$ cat src/rtl/apb_fll_pkg.sv
// apb_fll_pkg: shared state encoding and field layout for the multi-channel APB-to-FLL bridge.
package apb_fll_pkg;
  typedef enum logic [2:0] {IDLE, REQ, REL, RESP, ERR, ERR_TO, DRAIN} apb_fll_state_e;
  localparam int FLL_DATA_W = 32;
  localparam int FLL_ADD_W = 2;
  localparam int FLL_REG_LSB = 3;
  localparam int FLL_CH_LSB = 5;
endpackage

$ cat src/rtl/fll_ack_sync.sv
// fll_ack_sync: two-flop synchroniser bringing one asynchronous FLL ack into the HCLK domain.
module fll_ack_sync (
  input  logic clk,
  input  logic rst,
  input  logic d,
  output logic q
);
  logic m;
  always_ff @(posedge clk)
    if (rst) {q, m} <= 2'b00;
    else {q, m} <= {m, d};
endmodule

$ cat src/rtl/apb_fll_if_multi.sv
// apb_fll_if_multi: APB slave driving NB_FLL FLL config ports over 4-phase req/ack handshakes.
// Define APB_FLL_IF_TIMEOUT_EN to build the REQ ack timeout with its ERR_TO/DRAIN recovery.
module apb_fll_if_multi
  import apb_fll_pkg::*;
#(
  parameter int APB_ADDR_WIDTH = 12,
  parameter int NB_FLL = 2,
  parameter int TIMEOUT_CYCLES = 1024,
  localparam int CH_W = NB_FLL > 1 ? $clog2(NB_FLL) : 1
) (
  input  logic                       HCLK,
  input  logic                       HRESET,
  input  logic [APB_ADDR_WIDTH-1:0]  PADDR,
  input  logic [31:0]                PWDATA,
  input  logic                       PWRITE,
  input  logic                       PSEL,
  input  logic                       PENABLE,
  output logic [31:0]                PRDATA,
  output logic                       PREADY,
  output logic                       PSLVERR,
  output logic [NB_FLL-1:0]          fll_req,
  output logic [NB_FLL-1:0]          fll_wrn,
  output logic [NB_FLL*2-1:0]        fll_add,
  output logic [NB_FLL*32-1:0]       fll_data,
  input  logic [NB_FLL-1:0]          fll_ack,
  input  logic [NB_FLL*32-1:0]       fll_r_data
);
  apb_fll_state_e state, state_d;
  logic [CH_W-1:0] ch_q;
  logic [FLL_ADD_W-1:0] add_q;
  logic wrn_q;
  logic [FLL_DATA_W-1:0] data_q, rdata_q;
  logic [NB_FLL-1:0] ack_s;
  logic [CH_W:0] ch_idx;
  logic apb_go, ch_ok, ack_cur;
  logic unused_ok;
  assign unused_ok = ^{PADDR[FLL_REG_LSB-1:0], PADDR[APB_ADDR_WIDTH-1:FLL_CH_LSB+CH_W], TIMEOUT_CYCLES >= 4};
  for (genvar i = 0; i < NB_FLL; i++) begin : g_sync
    fll_ack_sync u_sync (.clk(HCLK), .rst(HRESET), .d(fll_ack[i]), .q(ack_s[i]));
  end
  // Zero-extended index so the range test stays meaningful when NB_FLL is a power of two.
  assign ch_idx = {1'b0, PADDR[FLL_CH_LSB +: CH_W]};
  assign ch_ok = ch_idx < (CH_W+1)'(NB_FLL);
  assign apb_go = PSEL & PENABLE;
  assign ack_cur = ack_s[ch_q];
`ifdef APB_FLL_IF_TIMEOUT_EN
  localparam int TW = $clog2(TIMEOUT_CYCLES);
  logic [TW-1:0] timer;
  logic to_hit;
  assign to_hit = timer == TW'(TIMEOUT_CYCLES - 1);
  always_ff @(posedge HCLK)
    if (HRESET || state != REQ) timer <= '0;
    else timer <= timer + 1'b1;
`endif
  always_comb begin
    state_d = state;
    case (state)
      IDLE: if (apb_go) state_d = ch_ok ? REQ : ERR;
      REQ: begin
        if (ack_cur) state_d = REL;
`ifdef APB_FLL_IF_TIMEOUT_EN
        else if (to_hit) state_d = ERR_TO;
`endif
      end
      REL: if (!ack_cur) state_d = RESP;
`ifdef APB_FLL_IF_TIMEOUT_EN
      ERR_TO: state_d = DRAIN;
      DRAIN: if (!ack_cur) state_d = IDLE;
`endif
      default: state_d = IDLE;
    endcase
  end
  always_ff @(posedge HCLK)
    if (HRESET) begin
      state <= IDLE;
      ch_q <= '0;
      add_q <= '0;
      wrn_q <= 1'b0;
      data_q <= '0;
      rdata_q <= '0;
    end else begin
      state <= state_d;
      if (state == IDLE && apb_go && ch_ok) begin
        ch_q <= PADDR[FLL_CH_LSB +: CH_W];
        add_q <= PADDR[FLL_REG_LSB +: FLL_ADD_W];
        wrn_q <= ~PWRITE;
        data_q <= PWDATA;
      end
      if (state == REQ && ack_cur) rdata_q <= wrn_q ? fll_r_data[ch_q*FLL_DATA_W +: FLL_DATA_W] : '0;
    end
  always_comb begin
    fll_req = '0;
    fll_wrn = '0;
    fll_add = '0;
    fll_data = '0;
    for (int i = 0; i < NB_FLL; i++) begin
      fll_req[i] = state == REQ && ch_q == CH_W'(i);
      fll_wrn[i] = fll_req[i] & wrn_q;
      fll_add[i*FLL_ADD_W +: FLL_ADD_W] = fll_req[i] ? add_q : '0;
      fll_data[i*FLL_DATA_W +: FLL_DATA_W] = fll_req[i] ? data_q : '0;
    end
  end
  assign PREADY = state == RESP || state == ERR || state == ERR_TO;
  assign PSLVERR = state == ERR || state == ERR_TO;
  assign PRDATA = state == RESP ? rdata_q : '0;
endmodule
$ cat config.mk
export PLATFORM = sky130hd
export DESIGN_NAME = apb_fll_if_multi
export DESIGN_NICKNAME = d
export VERILOG_FILES = /design/src/rtl/apb_fll_pkg.sv /design/src/rtl/fll_ack_sync.sv /design/src/rtl/apb_fll_if_multi.sv
export SDC_FILE = /design/constraint.sdc
export NUM_CORES = 1
export LEC_CHECK = 0
export ABC_AREA = 0
export BUFFER_PORTS_ARGS = -buffer_cell sky130_fd_sc_hd__buf_2
export CAP_MARGIN = 25
export CORE_MARGIN = 2
export CORE_UTILIZATION = 44
export CTS_CLUSTER_DIAMETER = 120
export DETAILED_ROUTE_END_ITERATION = 10
export PLACE_DENSITY = 0.8
export SLEW_MARGIN = 10
export SYNTH_ARGS = -nofsm -noshare
export SYNTH_HDL_FRONTEND = slang
export SYNTH_SLANG_ARGS = --single-unit
$ cat constraint.sdc
create_clock -name HCLK -period 1.7 [get_ports HCLK]
set_input_delay 0.085 -clock HCLK [delete_from_list [all_inputs] [get_ports HCLK]]
set_output_delay 0.085 -clock HCLK [all_outputs]
set_load 0.005 [all_outputs]
# After elaboration in Yosys (flattened, before gate mapping)
# Index checks and enable logic that the tools add are counted.
word_totals:
  elab_cells: 49
  inputBits: 115
  regBits: 75
  output_inout_bits: 106
classes:
  n_reduce_logical: 10
  n_eq_ne: 8
  bitwise: 5
  magnitude_cmp: 2
  shift: 1
  mux: 13
ops:
  columns: ["op", "count"]
  rows:
  - ["32-bit 2-to-1 mux", 4]
  - ["64-bit by 7-bit indexed part select with 32-bit output", 1]
  - ["3-bit 2-to-1 mux", 4]
  - ["3-bit case mux with 3 select lines", 1]
  - ["3-bit by 2-bit equality test with 1-bit output (second input constant)", 2]
  - ["3-bit equality test (second input constant)", 2]
  - ["2-bit inequality test (second input constant)", 3]
  - ["1-bit logical AND", 5]
  - ["1-bit by 2-bit less-than comparator with 1-bit output (second input constant)", 2]
  - ["2-bit 2-to-1 mux", 2]
  - ["1-bit bitwise AND", 3]
  - ["3-bit by 1-bit equality test with 1-bit output (second input constant)", 1]
  - ["3-bit logical NOT", 1]
  - ["1-bit logical OR", 3]
  - ["3-bit AND reduction", 1]
  - ["1-bit 2-to-1 mux", 2]
  - ["1-bit NOT", 2]

# Depth between registers and ports, before layout
# Gate-level depths: netlist of the first run.
depth:
  word_depth: 4
  mapped_depth: 8
  ltp_nobuf: 5

# Cells and area by module
# A second synthesis of the first run with hierarchy kept.
hier_totals:
  hier_cells: 482
  hier_area_um2: 3853.7
modules_own_cells:
  columns: ["module", "seq_area_each_um2", "area_each_um2", "cells_per_inst", "instances"]
  rows:
  - ["apb_fll_if_multi", 1401.3, 3748.6, 474, 1]
  - ["fll_ack_sync", 40.0, 52.6, 4, 2]

# Worst setup path after synthesis of the first run
# No wires, ideal clock.
synth_path:
  path_type: "register -> register"
  from: "register state[0]"
  to: "register add_q[0]"
  path_slack_ps: 181
  arrival_ps: 1449
  n_path_buf: 2
  required_time_ps: 1630
  synth_period_minus_slack_ps: 1519
  setup_ps: 70
  path_stages_with_launch: 8
  path_cell_list: "dfxtp_1 inv_1 ha_1 and3_1 clkbuf_1 clkbuf_1 nand2_1 a21oi_1"
synth_between:
  elab_chain_cells: 3
synth_rtl:
  columns: ["item", "line_no", "rtl"]
  rows:
  - ["from (decl)", "apb_fll_if_multi.sv:28", "apb_fll_state_e state, state_d;"]
  - ["from (signal assigned)", "apb_fll_if_multi.sv:82", "state <= state_d;"]
  - ["3-bit logical NOT", "apb_fll_if_multi.sv:83", "if (state == IDLE && apb_go && ch_ok) begin"]
  - ["1-bit logical AND (2 in a row)", "apb_fll_if_multi.sv:83", null]
  - ["to (signal assigned)", "apb_fll_if_multi.sv:85", "add_q <= PADDR[FLL_REG_LSB +: FLL_ADD_W];"]
  - ["to (decl)", "apb_fll_if_multi.sv:30", "logic [FLL_ADD_W-1:0] add_q;"]
# Every way passes these cells.
# A chain may end at the register's enable or synchronous reset.

# Worst setup path in the final report of the first run
layout_path:
  from: "register state[1]"
  to: "output fll_data[14]"
layout_between:
  elab_chain_cells: 3
layout_rtl:
  columns: ["item", "line_no", "rtl"]
  rows:
  - ["3-bit by 1-bit equality test with 1-bit output", "apb_fll_if_multi.sv:97", "fll_req[i] = state == REQ && ch_q == CH_W'(i);"]
  - ["1-bit logical AND", "apb_fll_if_multi.sv:97", null]
  - ["32-bit 2-to-1 mux", "apb_fll_if_multi.sv:100", "fll_data[i*FLL_DATA_W +: FLL_DATA_W] = fll_req[i] ? data_q : '0;"]
  - ["to (decl)", "apb_fll_if_multi.sv:24", "output logic [NB_FLL*32-1:0] fll_data,"]
# Every way passes these cells.

==> results of run 1 <==
-- layout make-up --
type	count	share of cell area
diodes	1	0.000423
clock buffers	13	0.0303
clock inverters	3	0.00762
inverters	3	0.00191
multi-input cells	361	0.373
flip-flops and latches	74	0.251
well taps	108	0.0229
repair buffers	270	0.312
-- through the flow --
| stage | setup TNS [ns] | hold WS (ns) |
|---|---|---|
| floorplan | 0 | 0.181 |
| global placement | 0 | 0.266 |
| detailed placement | 0 | 0.273 |
| CTS | 0 | 0.138 |
| global route | -0.794 | 0.163 |
| finish | 0 | 0.161 |
-- registers in the layout, summed over array words and instances, names as in the netlist --
signal	cells
data_q	32
rdata_q	32
add_q	2
g_sync.u_sync.m	2
g_sync.u_sync.q	2
state	2
ch_q	1
wrn_q	1
-- power groups by stage --
stage | clock (uW) | sequential (uW) | combinational [uW]
6_report | 1480 | 1950 | 1760
5_1_grt | 1590 | 1960 | 1890
4_1_cts | 1510 | 1940 | 1600
3_5_place_dp | 0 | 1970 | 1220
3_3_place_gp | 0 | 1960 | 1170
2_1_floorplan | 0 | 1940 | 749
-- cell usage after synthesis (all sizes together) --
cell    number  share of area
mux2i       34          0.088
a41o         1         0.0026
nor2b        5         0.0081
a211o        1         0.0023
inv          3         0.0029
a211oi       2         0.0039
nand2      105           0.10
buf         13          0.025
dfxtp       74           0.38
a21oi       67          0.087
conb         1        0.00097
ha           4          0.013
nand3        1         0.0013
nand2b       1         0.0016
nor2         2         0.0019
and3        36          0.058
o41ai        1         0.0023
or3b        32          0.073
and2        68           0.11
clkbuf      31          0.030
-- metal layers --
layer  vias to the layer above  track usage  routed length, microns
met3                        13       0.0662                    1240
met5                         -            0                       0
li1                       2070            -                       -
met1                      1954        0.299                    4980
met2                       230        0.445                    6070
met4                         0       0.0694                     150
-- path summary, 6_finish.rpt --
| check | cells after the start | endpoint |
|---|---|---|
| worst min-delay path | 4 | rdata_q[20] |
| worst min register to register | 1 | g_sync[0].u_sync.q |
| worst max-delay path | 6 | fll_data[14] |
| worst max register to register | 5 | rdata_q[14] |
-- logic make-up after synthesis --
logic type,Yosys count,synth area share
muxes,34,0.0883
AOI/OAI and AO/OA,72,0.0981
and+or+nand+nor,250,0.357
other,1,0.000973
buffers and inverters,47,0.0584
adders and majority gates,4,0.0130
DFF,74,0.384
-- worst register-to-register path: cells and delay by family, from the launching register on --
family | cells | cell delay (ns)
AND/OR/NAND/NOR | 2 | 0.62
flip-flops | 1 | 0.40
AO/OA/AOI/OAI | 1 | 0.17
multiplexers | 1 | 0.14
buffers and inverters | 1 | 0.18
-- cells in the final DEF, fill, tap and decap left out, drive strengths merged, types with 14 or more instances in the layout --
cell type	synthesis	routed
dlygate4sd3	0	39
nand2	105	105
and3	36	36
a21oi	67	67
and2	68	68
buf	13	228
mux2i	34	34
or3b	32	32
dfxtp	74	74
clkbuf	31	14
-- timing repair --
action | in CTS | in global routing
pin swaps | 1 | 3
cloned | 3 | 1
hold buffers | 39 | 0
endpoints found under the hold margin | 38 | 0
buffers inserted | 5 | 1
endpoints found under the setup margin | 71 | 75
gates resized for setup | 9 | 30
==> results_dict.tcl, run 1 <==
set metrics [dict create \
    yosysUniqueCellTypes 23 \
    cp-start-kind "flip-flop" \
    crit_path_top_delay_cell "dfxtp_2" \
    maxCapViolCount 0 \
    die_h_microns 97.6 \
    critPathLaunch "state[1]" \
    rows 34 \
    vias_per_cell 5.12 \
    wire_per_inst_microns 14.9 \
    area_growth_pct 53.4 \
    grt.overflow.total 0 \
    r2r-start "ch_q" \
    coreArea_sq_mm 0.00859 \
    setup_violations 0 \
    numCtsBuffers 9 \
    pwr-share-seq 0.376 \
    h-tree-depth 3 \
    regArea_sq_mm 0.00149 \
    placed_area_sq_mm 0.00498 \
    power.share.clock 0.285 \
    vias 4267 \
    track_usage 0.251 \
    dr.first_iter.drc_count 129 \
    grt_max_degree 65 \
    reg2reg_setup_slack_ns 0.11 \
    final_core_util 0.688 \
    pwr-share-comb 0.339 \
    drive_above_1_share 0.372 \
    cp-end-kind "output pin" \
    clockRootBuffer "clkbuf_8" \
    crit_fanout 18 \
    drc_errors 0 \
    setup_slack_ns 0.0188 \
    tritoncts "built" \
    max_clock_freq_mhz 595 \
    ys.warnings.count 0 \
    dieWidth_microns 97.6 \
    io_buffers 210 \
    crit_type "flip-flop to output pin" \
    hold_viol 0 \
    drtPass1Iterations 4 \
    pre_cts_slack_ns 0.165 \
    finalCritPeriodShare 0.989 \
    critPathMaxStageDelay_ns 0.33 \
    synthesis.area_sq_mm 0.00385 \
    path_clk_slew_ns 0.08 \
    fin_nets 838 \
    design_area_sq_mm 0.00591 \
    syn_avg_cell_area_sq_um 8.00 \
    synth-seq-cells 74 \
    hpwl_microns 7510 \
    cp_num_buf_inv 3 \
    hold_path.class "primary input to flip-flop" \
    cts.sinks 74 \
    dp_cells 767 \
    pwr_density_cell_mw_per_mm2 878 \
    ios 221 \
    status "finished clean" \
    antenna_left 0 \
    syn-instance-count 482 \
    hp-start "fll_r_data[20]" \
    finalPower_uw 5190 \
    finalClockSkew_ns 0.00970 \
    p_leak_uw 0.00284 \
    swShare 0.312 \
    power.internal_uw 3570 \
    fillerInstances 661 \
    stdcell_count 833 \
    insertion_delay_ns 0.34 \
    wirelength_microns 12400 \
    syn_nets 601 \
    ir_worst_vdd_uv 518 \
    routabilityCongestion 0.814 \
    grt_pass1_vias 4079 \
    worstPathCellList "inv_2, ha_4, nor2b_4, bufbuf_16, and2_1, buf_2" \
    cp_top_family "buffers and inverters" \
    multi_input_comb_area_sq_mm 0.00221 \
    antenna_found_initial 1 \
    start_util 0.448 \
    slew_viol_final 0 \
    period_minus_slack_ns 1.68 \
    rsz0062_at_grt "true" \
    p_sw_uw 1620 \
    cts_buffer_depth 2 \
    grt_first_pass_wirelength_microns 19600 \
    required_ns 1.62 \
    dieArea_sq_mm 0.00952 \
    crit_arrival_ns 1.60 \
    yosysSeqAreaShare 0.384 \
]
Note: power is estimated with default switching activity, not from simulation.
==> inputs of run 2 (changes only) <==
--- a/config.mk
+++ b/config.mk
@@ -9,10 +9,10 @@
 export BUFFER_PORTS_ARGS = -buffer_cell sky130_fd_sc_hd__buf_2
 export CAP_MARGIN = 25
 export CORE_MARGIN = 2
-export CORE_UTILIZATION = 44
+export CORE_UTILIZATION = 40
 export CTS_CLUSTER_DIAMETER = 120
 export DETAILED_ROUTE_END_ITERATION = 10
-export PLACE_DENSITY = 0.8
+export PLACE_DENSITY = 0.77
 export SLEW_MARGIN = 10
 export SYNTH_ARGS = -nofsm -noshare
 export SYNTH_HDL_FRONTEND = slang
==> constraint.sdc (replaced) <==
create_clock -name HCLK -period 1.5 [get_ports HCLK]
set_input_delay 0.075 -clock HCLK [delete_from_list [all_inputs] [get_ports HCLK]]
set_output_delay 0.075 -clock HCLK [all_outputs]
set_load 0.005 [all_outputs]
==> run 2 against run 1 <==
Net effect: the flow now finishes with violations (negative setup slack); routed wire length is 41% higher; via count grew 12%; die area grew 9.6%; register-to-register slack got worse by 0.19 ns; non-clock buffer count rose by 27; worst hold slack lost 0.0055 ns; critical path depth unchanged; global-route usage rose by 0.28 points; sequential power rose by 15%; clock-buffer cell count is 3 lower; critical path type unchanged.
==> results_dict.tcl, run 2 (synthesis gave the netlist of run 1 again) <==
set metrics [dict create \
    ir_worst_vdd_uv 815 \
    h-tree-depth 3 \
    grt.overflow.total 0 \
    rsz0062_at_grt "true" \
    final_common_cell "buf_2" \
    grt_first_pass_wirelength_microns 20800 \
    cts_buffer_depth 2 \
    ios 221 \
    dr_wl_met3_microns 1670 \
    drc_errors 0 \
    final_cell_mix "buf_2 (170), nand2_1 (80), dfxtp_1 (71)" \
    coreArea_sq_mm 0.00928 \
    io_buffers 210 \
    finalCritPeriodShare 1.07 \
    finalClockSkew_ns 0.0115 \
    wirelength_microns 17600 \
    antenna_found_initial 1 \
    reg2reg_setup_slack_ns -0.08 \
    slew_viol_final 0 \
    dr.first_iter.drc_count 149 \
    die_h_microns 102 \
    tritoncts "built" \
    setup_violations 140 \
    vias 4796 \
    antenna_left 0 \
    max_clock_freq_mhz 622 \
    routed-wl-met2_microns 8820 \
    period_minus_slack_ns 1.61 \
    drtPass1Iterations 4 \
    drive_above_1_share 0.555 \
    design_area_sq_mm 0.00720 \
    top_regs "data_q x32, rdata_q x32" \
    hold_viol 0 \
    hpwl_microns 7630 \
    reg2reg_depth 7 \
    crit_type "flip-flop to output pin" \
    clockRootBuffer "clkbuf_8" \
    grt_max_degree 38 \
    cp-start-kind "flip-flop" \
    setup_slack_ns -0.109 \
    required_ns 1.42 \
    fin_nets 866 \
    crit_fanout 4 \
    wire_per_inst_microns 19.9 \
    hold_depth 4 \
    violations "negative setup slack" \
    routabilityCongestion 0.758 \
    grt_pass1_vias 4420 \
    placed_area_sq_mm 0.00505 \
    top_layer "met4" \
    numCtsBuffers 9 \
    dieWidth_microns 102 \
    area_growth_pct 86.7 \
    maxCapViolCount 0 \
    wl_met1_microns 6220 \
    rows 35 \
    dieArea_sq_mm 0.0104 \
    worstMarginPinSlew_ns 0.585 \
    hold_path.class "primary input to flip-flop" \
    vias_per_cell 5.44 \
    path_clk_slew_ns 0.08 \
    start_util 0.415 \
    slew_headroom 0.610 \
    cts.sinks 74 \
    p_leak_uw 0.00328 \
    track_usage 0.254 \
    finalPower_uw 7190 \
    pwr_density_cell_mw_per_mm2 1000 \
    insertion_delay_ns 0.34 \
    crit_arrival_ns 1.53 \
    status "finished, violations left" \
    cp-end-kind "output pin" \
]
## run 2: critical path: stages (launching register included)
cell	delay [ns]
dfxtp_2	0.33
inv_2	0.07
ha_4	0.17
buf_6	0.15
buf_6	0.16
and3_1	0.20
buf_2	0.12
## run 2: report_power, final
part           internal (uW)  total [uW]  switching [uW]
logic                   1560        3060            1500
clock network           1140        1900             756
registers               2110        2240             130
total                   4800        7190            2390
## run 2: metal layers
layer  vias up  global-route usage
met5         -                   0
met4         0               0.108
met3        79              0.0711
met2       319               0.453
met1      2264               0.283
li1       2134                   -
## run 2: stage by stage
| step | TNS [ns] | std cells | utilization | setup WS [ns] | hold WS [ns] |
|---|---|---|---|---|---|
| 3_5_place_dp | -19.24 | 794 | 0.544 | -0.374 | 0.272 |
| 6_report | -6.34 | 881 | 0.775 | -0.109 | 0.155 |
| 3_3_place_gp | -14.39 | 794 | 0.544 | -0.234 | 0.259 |
| 4_1_cts | -7.12 | 867 | 0.675 | -0.116 | 0.126 |
| 2_1_floorplan | -0.582 | 482 | - | -0.0194 | 0.171 |
| 5_1_grt | -15.21 | 881 | 0.775 | -0.162 | 0.151 |
## run 2: cell type report
type | instances | area, sq um
Clock inverter | 5 | 103
Multi-Input combinational cell | 362 | 2790
Tap cell | 129 | 161
Clock buffer | 10 | 138
Timing Repair Buffer | 297 | 2500
Antenna cell | 1 | 2.50
Inverter | 3 | 13.8
Sequential cell | 74 | 1490
Fill cell | 552 | 2090
## run 2: timing repair
action	in CTS	in global routing
endpoints found under the setup margin	151	171
pin swaps	18	88
buffers inserted	10	5
hold buffers	39	0
hold endpoints to repair	39	0
gates cloned	9	10
resized for setup	52	175
## run 2: final timing paths
kind / startpoint / endpoint
max reg2reg: state[1] / rdata_q[30]
min reg2reg: g_sync[1].u_sync.m / g_sync[1].u_sync.q
min: fll_r_data[18] / rdata_q[18]
max: state[1] / fll_data[35]
